`config.mk`:
```
export PLATFORM = sky130hd
export DESIGN_NAME = product_accumulator
export DESIGN_NICKNAME = d
export VERILOG_FILES = /design/src/rtl/product_accumulator_pkg.sv /design/src/rtl/product_accumulator.sv
export SDC_FILE = /design/constraint.sdc
export NUM_CORES = 1
export LEC_CHECK = 0
export BUFFER_PORTS_ARGS = -buffer_cell sky130_fd_sc_hd__buf_2
export CAP_MARGIN = 40
export CORE_ASPECT_RATIO = 0.5
export CORE_MARGIN = 8
export CORE_UTILIZATION = 49
export CTS_CLUSTER_DIAMETER = 30
export DETAILED_ROUTE_END_ITERATION = 16
export GPL_TIMING_DRIVEN = 0
export PLACE_DENSITY = 0.71
export SYNTH_ARGS = -nofsm -noshare
export SYNTH_HDL_FRONTEND = slang
export SYNTH_SLANG_ARGS = --single-unit
```
`constraint.sdc`:
```
create_clock -name clk -period 3 [get_ports clk]
set_input_delay 0.45 -clock clk [delete_from_list [all_inputs] [get_ports clk]]
set_output_delay 0.45 -clock clk [all_outputs]
set_load 0.01 [all_outputs]
```
`src/rtl/product_accumulator_pkg.sv`:
```
// Shared definitions for the multiply-accumulate path: product width and
// default accumulator geometry, plus the accumulator FSM state encoding.
package product_accumulator_pkg;

   localparam int PROD_W        = 8;
   localparam int ACC_W_DEFAULT = 16;
   localparam int CNT_W_DEFAULT = 4;

   typedef enum logic [1:0] {
      IDLE  = 2'd0,
      ACCUM = 2'd1,
      HOLD  = 2'd2
   } state_e;

endpackage

```
`src/rtl/product_accumulator.sv`:
```
// Streams multiplier products over valid/ready and sums a burst of 1..2^CNT_W
// beats into a wide accumulator, presenting the registered sum and a sticky overflow.
module product_accumulator #(
   parameter int PROD_W = product_accumulator_pkg::PROD_W,
   parameter int ACC_W  = product_accumulator_pkg::ACC_W_DEFAULT,
   parameter int CNT_W  = product_accumulator_pkg::CNT_W_DEFAULT
) (
   input  logic              clk,
   input  logic              rst_n,
   input  logic              start,
   input  logic [CNT_W-1:0]  len,
   input  logic              clear,
   input  logic [PROD_W-1:0] prod,
   input  logic              in_valid,
   output logic              in_ready,
   output logic [ACC_W-1:0]  sum,
   output logic              out_valid,
   input  logic              out_ready,
   output logic              overflow,
   output logic              busy
);

   import product_accumulator_pkg::*;

   // The counter carries one extra bit so len==0 can load the full 2^CNT_W burst.
   localparam logic [CNT_W:0] CNT_ONE = {{CNT_W{1'b0}}, 1'b1};
   localparam logic [CNT_W:0] CNT_MAX = {1'b1, {CNT_W{1'b0}}};

   state_e             state_r;
   logic [ACC_W-1:0]   acc_r;
   logic [ACC_W-1:0]   sum_r;
   logic [CNT_W:0]     count_r;
   logic               overflow_r;
   logic               out_valid_r;
   logic               in_ready_r;
   logic               busy_r;

   logic [ACC_W:0]     acc_next_s;
   logic [CNT_W:0]     len_load_s;
   logic               beat_s;
   logic               last_s;

   // Next accumulator value with carry-out, beat qualification and burst-length decode.
   always_comb begin
      acc_next_s = {1'b0, acc_r} + {{(ACC_W + 1 - PROD_W){1'b0}}, prod};
      beat_s     = in_valid & in_ready_r;
      last_s     = (count_r == CNT_ONE);
      if (len == {CNT_W{1'b0}}) begin
         len_load_s = CNT_MAX;
      end else begin
         len_load_s = {1'b0, len};
      end
   end

   // Burst FSM with accumulator, beat counter and all registered outputs.
   always_ff @(posedge clk or negedge rst_n) begin
      if (!rst_n) begin
         state_r     <= IDLE;
         acc_r       <= {ACC_W{1'b0}};
         sum_r       <= {ACC_W{1'b0}};
         count_r     <= {(CNT_W + 1){1'b0}};
         overflow_r  <= 1'b0;
         out_valid_r <= 1'b0;
         in_ready_r  <= 1'b0;
         busy_r      <= 1'b0;
      end else if (clear) begin
         state_r     <= IDLE;
         acc_r       <= {ACC_W{1'b0}};
         sum_r       <= {ACC_W{1'b0}};
         count_r     <= {(CNT_W + 1){1'b0}};
         overflow_r  <= 1'b0;
         out_valid_r <= 1'b0;
         in_ready_r  <= 1'b0;
         busy_r      <= 1'b0;
      end else begin
         case (state_r)
            IDLE: begin
               if (start) begin
                  state_r    <= ACCUM;
                  acc_r      <= {ACC_W{1'b0}};
                  overflow_r <= 1'b0;
                  count_r    <= len_load_s;
                  in_ready_r <= 1'b1;
                  busy_r     <= 1'b1;
               end
            end
            ACCUM: begin
               if (beat_s) begin
                  acc_r      <= acc_next_s[ACC_W-1:0];
                  overflow_r <= overflow_r | acc_next_s[ACC_W];
                  count_r    <= count_r - CNT_ONE;
                  if (last_s) begin
                     sum_r       <= acc_next_s[ACC_W-1:0];
                     out_valid_r <= 1'b1;
                     in_ready_r  <= 1'b0;
                     state_r     <= HOLD;
                  end
               end
            end
            HOLD: begin
               if (out_ready) begin
                  out_valid_r <= 1'b0;
                  // A start coinciding with the hand-off chains straight into the next burst.
                  if (start) begin
                     state_r    <= ACCUM;
                     acc_r      <= {ACC_W{1'b0}};
                     overflow_r <= 1'b0;
                     count_r    <= len_load_s;
                     in_ready_r <= 1'b1;
                  end else begin
                     state_r <= IDLE;
                     busy_r  <= 1'b0;
                  end
               end
            end
            default: begin
               state_r     <= IDLE;
               out_valid_r <= 1'b0;
               in_ready_r  <= 1'b0;
               busy_r      <= 1'b0;
            end
         endcase
      end
   end

   assign in_ready  = in_ready_r;
   assign sum       = sum_r;
   assign out_valid = out_valid_r;
   assign overflow  = overflow_r;
   assign busy      = busy_r;

endmodule

```
# After elaboration in Yosys (flattened, before gate mapping)

Index checks and enable logic that the tools add are counted.

Register bits: 43
Output and inout port bits: 20

$add $sub $neg: 2
Equal/unequal tests: 10
Muxes and demuxes: 43
Bitwise gates (word level): 2
Reduce and logical (&&, ||, !) cells: 12

Operators by type and width:

| cell                  | number |
|---|---|
| $mux W16              | 8 |
| $pmux W16 S3          | 1 |
| $mux W5               | 5 |
| $mux W1               | 18 |
| $add A16 B8 Y17       | 1 |
| $ne A3 B3 Y1 const B  | 5 |
| $pmux W5 S3           | 1 |
| $pmux W1 S3           | 4 |
| $reduce_and A4 Y1     | 3 |
| $mux W2               | 5 |
| $reduce_and A3 Y1     | 3 |
| $pmux W2 S3           | 1 |
| $reduce_bool A2 Y1    | 3 |
| $eq A5 B1 Y1 const B  | 1 |
| $sub A5 B1 Y5 const B | 1 |
| $logic_not A4 Y1      | 1 |
| $ne A2 B2 Y1 const B  | 2 |
| $reduce_bool A4 Y1    | 1 |
| $eq A2 B1 Y1 const B  | 1 |
| $eq A2 B2 Y1 const B  | 1 |
| $logic_not A2 Y1      | 1 |
| $and A1 B1 Y1         | 1 |
| $or A1 B1 Y1          | 1 |

# Depth between registers and ports, before layout

Depth in word-level cells: 6
Gate-level depth with buffers: 9
Mapped depth without buffers: 8

# Worst setup path after synthesis

OpenSTA, ideal clock, no wires.

Kind: input to register
Start point: in prod[0]
End point: reg sum_r[14] (netlist: sum[14])
Arrival: 2172 ps
Setup slack: 757 ps
Stages: 9
Path buffers: 1
Path through: ha_1 > inv_1 > fa_1 > nand2b_1 > a21oi_1 > o21ai_0 > clkbuf_1 > or4_1 > nand3_1

Cells in the longest elaborated chain, start to end: 5

RTL lines:

| element                | RTL line                  | text |
|---|---|---|
| start: declaration     | product_accumulator.sv:13 | `input logic [PROD_W-1:0] prod,` |
| $add A16 B8 Y17        | product_accumulator.sv:45 | `acc_next_s = {1'b0, acc_r} + {{(ACC_W + 1 - PROD_W){1'b0}}, prod};` |
| $mux W16               | product_accumulator.sv:92 | `if (last_s) begin` |
| $mux W16               | product_accumulator.sv:88 | `if (beat_s) begin` |
| $mux W16               | product_accumulator.sv:76 | `case (state_r)` |
| $mux W16               | product_accumulator.sv:66 | `end else if (clear) begin` |
| end signal: assignment | product_accumulator.sv:60 | `sum_r <= {ACC_W{1'b0}};` |
| end signal: assignment | product_accumulator.sv:69 | `sum_r <= {ACC_W{1'b0}};` |
| end signal: assignment | product_accumulator.sv:93 | `sum_r <= acc_next_s[ACC_W-1:0];` |
| end: declaration       | product_accumulator.sv:31 | `logic [ACC_W-1:0] sum_r;` |

No other way between the ends. The select of a mux whose other input is x is not followed.
A chain may end at the register's enable or synchronous reset.

# Worst setup path after layout

Start point: reg acc_r[0]
End point: reg sum_r[14] (netlist: sum[14])

Cells in the longest elaborated chain, start to end: 5

RTL lines:

| element                  | RTL line                  | text |
|---|---|---|
| start: declaration       | product_accumulator.sv:30 | `logic [ACC_W-1:0] acc_r;` |
| start signal: assignment | product_accumulator.sv:59 | `acc_r <= {ACC_W{1'b0}};` |
| start signal: assignment | product_accumulator.sv:68 | `acc_r <= {ACC_W{1'b0}};` |
| start signal: assignment | product_accumulator.sv:80 | `acc_r <= {ACC_W{1'b0}};` |
| $add A16 B8 Y17          | product_accumulator.sv:45 |  |
| $mux W16                 | product_accumulator.sv:92 |  |
| $mux W16                 | product_accumulator.sv:88 |  |
| $mux W16                 | product_accumulator.sv:76 |  |
| $mux W16                 | product_accumulator.sv:66 |  |

No other way between the ends. The select of a mux whose other input is x is not followed.

==> metrics.md <==
| Metric | Value |
|---|---|
| Number of global-route vias before repair | `2,078` |
| Clk_lat worst skew | `roughly 0.29 ns` |
| Max_slew headroom | `between 60% and 70%` |
| CTS tree | `yes` |
| Antenna diode instance count | `0` |
| FF/Latch Area | `between 0.001 and 0.0015 sq mm` |
| Post-synthesis instance area | `roughly 0.0024 sq mm` |
| Leakage power | `~1.3 nW` |
| Most instantiated library cell after synthesis | `dfrtp_1` |
| Upper clock frequency limit | `roughly 400 MHz` |
| Area Overhead vs Synth | `16.7%` |
| Global-route wire length before repair | `between 9 and 10 mm` |
| Number of storage elements in the synthesis netlist | `between 40 and 50` |
| Multi-input gate area in the final layout | `~0.0013 sq mm` |
| Final weighted congestion in routability-driven placement | `0.869` |
| Status | `completed` |
| Tightest Pin Transition | `0.518 ns` |
| Max Transition Viols Final | `0` |
| Routed WL per cell | `around 15 um` |
| Crit path to | `sum[14]` |
| Number of hold-repair buffers added at the cts stage | `1` |
| Finished Layout Cells | `between 300 and 400` |
| Layout Skew | `~0.0037 ns` |
| Buffers added on ports | `36` |
| Vertical extent of the die | `65.7 um` |
| Setup violations, final | `0` |
| H-tree depth reported by CTS | `2` |
| Sum of net half-perimeters after detailed placement | `~4.3 mm` |
| Reg clk slew, reported paths | `~0.08 ns` |
| Number of gates resized after cts | `0` |
| Sw power | `around 0.31 mW` |
| CP delay by family, top | `simple AND/OR/NAND/NOR gates` |
| Post-synth top flop | `dfrtp_1` |
| Cell chosen for the clock root | `clkbuf_8` |
| Number of clock buffers inserted by TritonCTS | `5` |
| Worst path bufs/invs | `2` |
| Data arrival time at the worst-slack endpoint | `2.69 ns` |
| Slowest stage cell on the critical path | `or4_1` |
| Crit Reg-Reg Startpoint | `acc_r[0]` |
| Iteration count of the initial detailed-routing pass | `4` |
| Iteration-0 DRC count of the detailed router | `120` |
| Number of placement rows | `18` |
| Launch point of the worst path | `acc_r[0]` |
| Number of placed cells counting well taps | `approximately 360` |
| Ordered list of cells on the worst path | `ha_1 -> inv_1 -> fa_1 -> nand2b_1 -> a21oi_1 -> o21ai_0 -> clkbuf_1 -> or4_1 -> nand3_1` |
| Combined global-route utilization of all metal layers | `approximately 16%` |
| Proportion of layout cells with a drive suffix above 1 | `a little under a fifth` |
| Period minus WS final | `around 2.5 ns` |
| Power Dens Cells | `422 mW/mm^2` |
| Fin. Hold Viols | `0` |
| Reg-to-reg critical path endpoint | `sum[14]` |
| Setup slack of the critical path after layout | `between 0.5 and 0.6 ns` |
| Switching Share | `between 20% and 30%` |
| Nets in the synthesized netlist | `285` |
| Share of total power in combinational logic | `about 15%` |
| Routed vias | `approximately 2.1k` |
| Type of origin of the critical path | `register` |
| Ranking of synthesized cells by instance count | `dfrtp_1, a21oi_1, nand2_1` |
| RSZ-0062 raised after global routing | `false` |
| Fill count | `441` |
| Max Fanout on Critical Path | `10` |
| EDFF count, synth | `0` |
| Area share of the leading cell type in the synthesized netlist | `around 45%` |
| Worst min path class | `input pin to register` |
| Number of max-capacitance violations reported | `0` |
| Grt total ovfl | `0` |
| Relative contribution of the clock network to total power | `approximately a third` |
| Critical path start-end classification | `register to register` |
| Post-route clock period utilization | `82.0%` |
| Worst Reg-to-Reg Cells | `9` |
| FF-to-FF setup slack | `0.54 ns` |
| Proportion of register bits with asynchronous set or reset after synthesis | `between 90% and 100%` |
| Setup bufs post-CTS | `0` |
| Worst stage delay on the critical path | `~0.43 ns` |
| Fin Setup TNS | `0 ns` |
| Synthesized instance count | `around 260` |
| Residual DRC count | `0` |
| Number of nets with antenna violations after detailed routing | `0` |
| Floorplan core area | `slightly below 0.005 sq mm` |
| Fraction of the yosys area taken by sequential cells | `44.5%` |
| Dpl ws | `0.386 ns` |
| IR Drop Worst-Case VDD | `164 uV` |
| Per-cell via count in the routed design | `about 5.6` |
| Initial core utilization | `between 40% and 50%` |
| Unique cell type count in the Yosys netlist | `between 40 and 50` |
| Die ar. | `between 0.007 and 0.008 sq mm` |
| Cell types with the largest area share after synthesis | `dfrtp_1, ha_1, a21oi_1` |
| Num Clock Sinks | `43` |
| Maximum count of clock buffers along a single path | `2` |
| Die W | `about 120 um` |
| Synth area leader | `dfrtp_1` |
| Worst setup EP type | `register` |
| Count of cells along the worst hold path | `3` |
| Antenna violations before repair | `0` |
| I/O Pins | `38` |
| Total number of nets in the final design | `331` |
| Levels on crit path | `9` |
| Sum of routed wire length over all layers | `between 5 and 6 mm` |
| Average size of a mapped cell | `between 9 and 10 sq um` |
| Cell internal power dissipation | `0.877 mW` |
| Pin count of the biggest net entering global routing | `37` |
| Sequential power share | `approximately 52%` |
| Required time of the critical path | `between 3 and 4 ns` |
| Synth Warn # | `0` |
worst register-to-register path: stages, from the launching register on:
cell	delay (ns)
dfrtp_1	0.35
ha_1	0.21
inv_1	0.07
fa_1	0.40
nand2b_1	0.18
a21oi_1	0.22
o21ai_0	0.20
clkbuf_1	0.25
or4_1	0.43
nand3_1	0.09
state kept, by name, summed over array words and instances, names as in the netlist:
| register | flops |
|---|---|
| out_valid | 1 |
| busy | 1 |
| in_ready | 1 |
| sum | 16 |
| state_r | 2 |
| overflow | 1 |
| count_r | 5 |
| acc_r | 16 |
metal layers:
| metal | GRT usage [%] | wire [um] | vias up |
|---|---|---|---|
| met1 | 20.3 | 2720 | 999 |
| met2 | 25.5 | 2460 | 46 |
| met5 | 0 | 0 | - |
| li1 | - | - | 1032 |
| met3 | 4.30 | 295 | 4 |
| met4 | 3.57 | 55 | 0 |
worst min path at each step:
stage	startpoint	to	slack [ns]
final	len[1]	count_r[1]	0.46
after global routing	len[1]	count_r[1]	0.45
after CTS	len[1]	count_r[1]	0.45
after floorplan	rst_n	acc_r[0]	0.15
after global placement	sum[2]	sum[2]	0.46
after detailed placement	rst_n	out_valid	0.31
final cells by class:
type,instances,area share (%)
well taps,70,3.11
plain buffers,10,1.46
clock buffers,8,3.55
repair buffers,39,7.63
inverters,10,1.33
multi-input cells,193,44.7
flip-flops and latches,43,38.2
logic make-up after synthesis:
family                     Yosys count  synth area share (%)
adders and majority gates           11                  6.01
DFF                                 43                  44.5
and+or+nand+nor                     88                  19.9
buffers and inverters               20                  3.26
xor gates and xnor gates            11                  3.99
AOI/OAI and AO/OA                   83                  22.3
through the flow:
step	area, sq um	hold WS (ns)	util (%)	power [mW]
floorplan	2420	0.154	-	0.737
detailed placement	2710	0.314	55.9	0.803
global route	2820	0.445	58.2	1.26
CTS	2820	0.453	58.2	1.20
finish	2820	0.455	58.2	1.19
global placement	2680	0.457	55.4	0.795
cells in the final DEF (no fill, tap or decap), types with 3 or more instances in the layout:
cell type   n
xnor2_1     9
o21ai_0    18
nand3_1    12
inv_1      10
nand2b_1    7
o211ai_1    9
a22o_1     11
clkbuf_8    7
ha_1       10
nor2b_1     6
dfrtp_1    43
nor2_1     15
o31ai_1     3
nand4_1     3
buf_2      39
or4_1       7
a21oi_1    22
clkbuf_1    8
a31oi_1     4
or3_1       4
nand2_1    21
power groups by stage:
stage / clock (mW) / sequential [mW] / combinational (mW)
floorplan: 0 / 0.628 / 0.108
global placement: 0 / 0.627 / 0.168
detailed placement: 0 / 0.629 / 0.174
CTS: 0.412 / 0.617 / 0.176
global route: 0.443 / 0.619 / 0.195
finish: 0.399 / 0.617 / 0.175
Note: power is estimated with default switching activity, not from simulation.
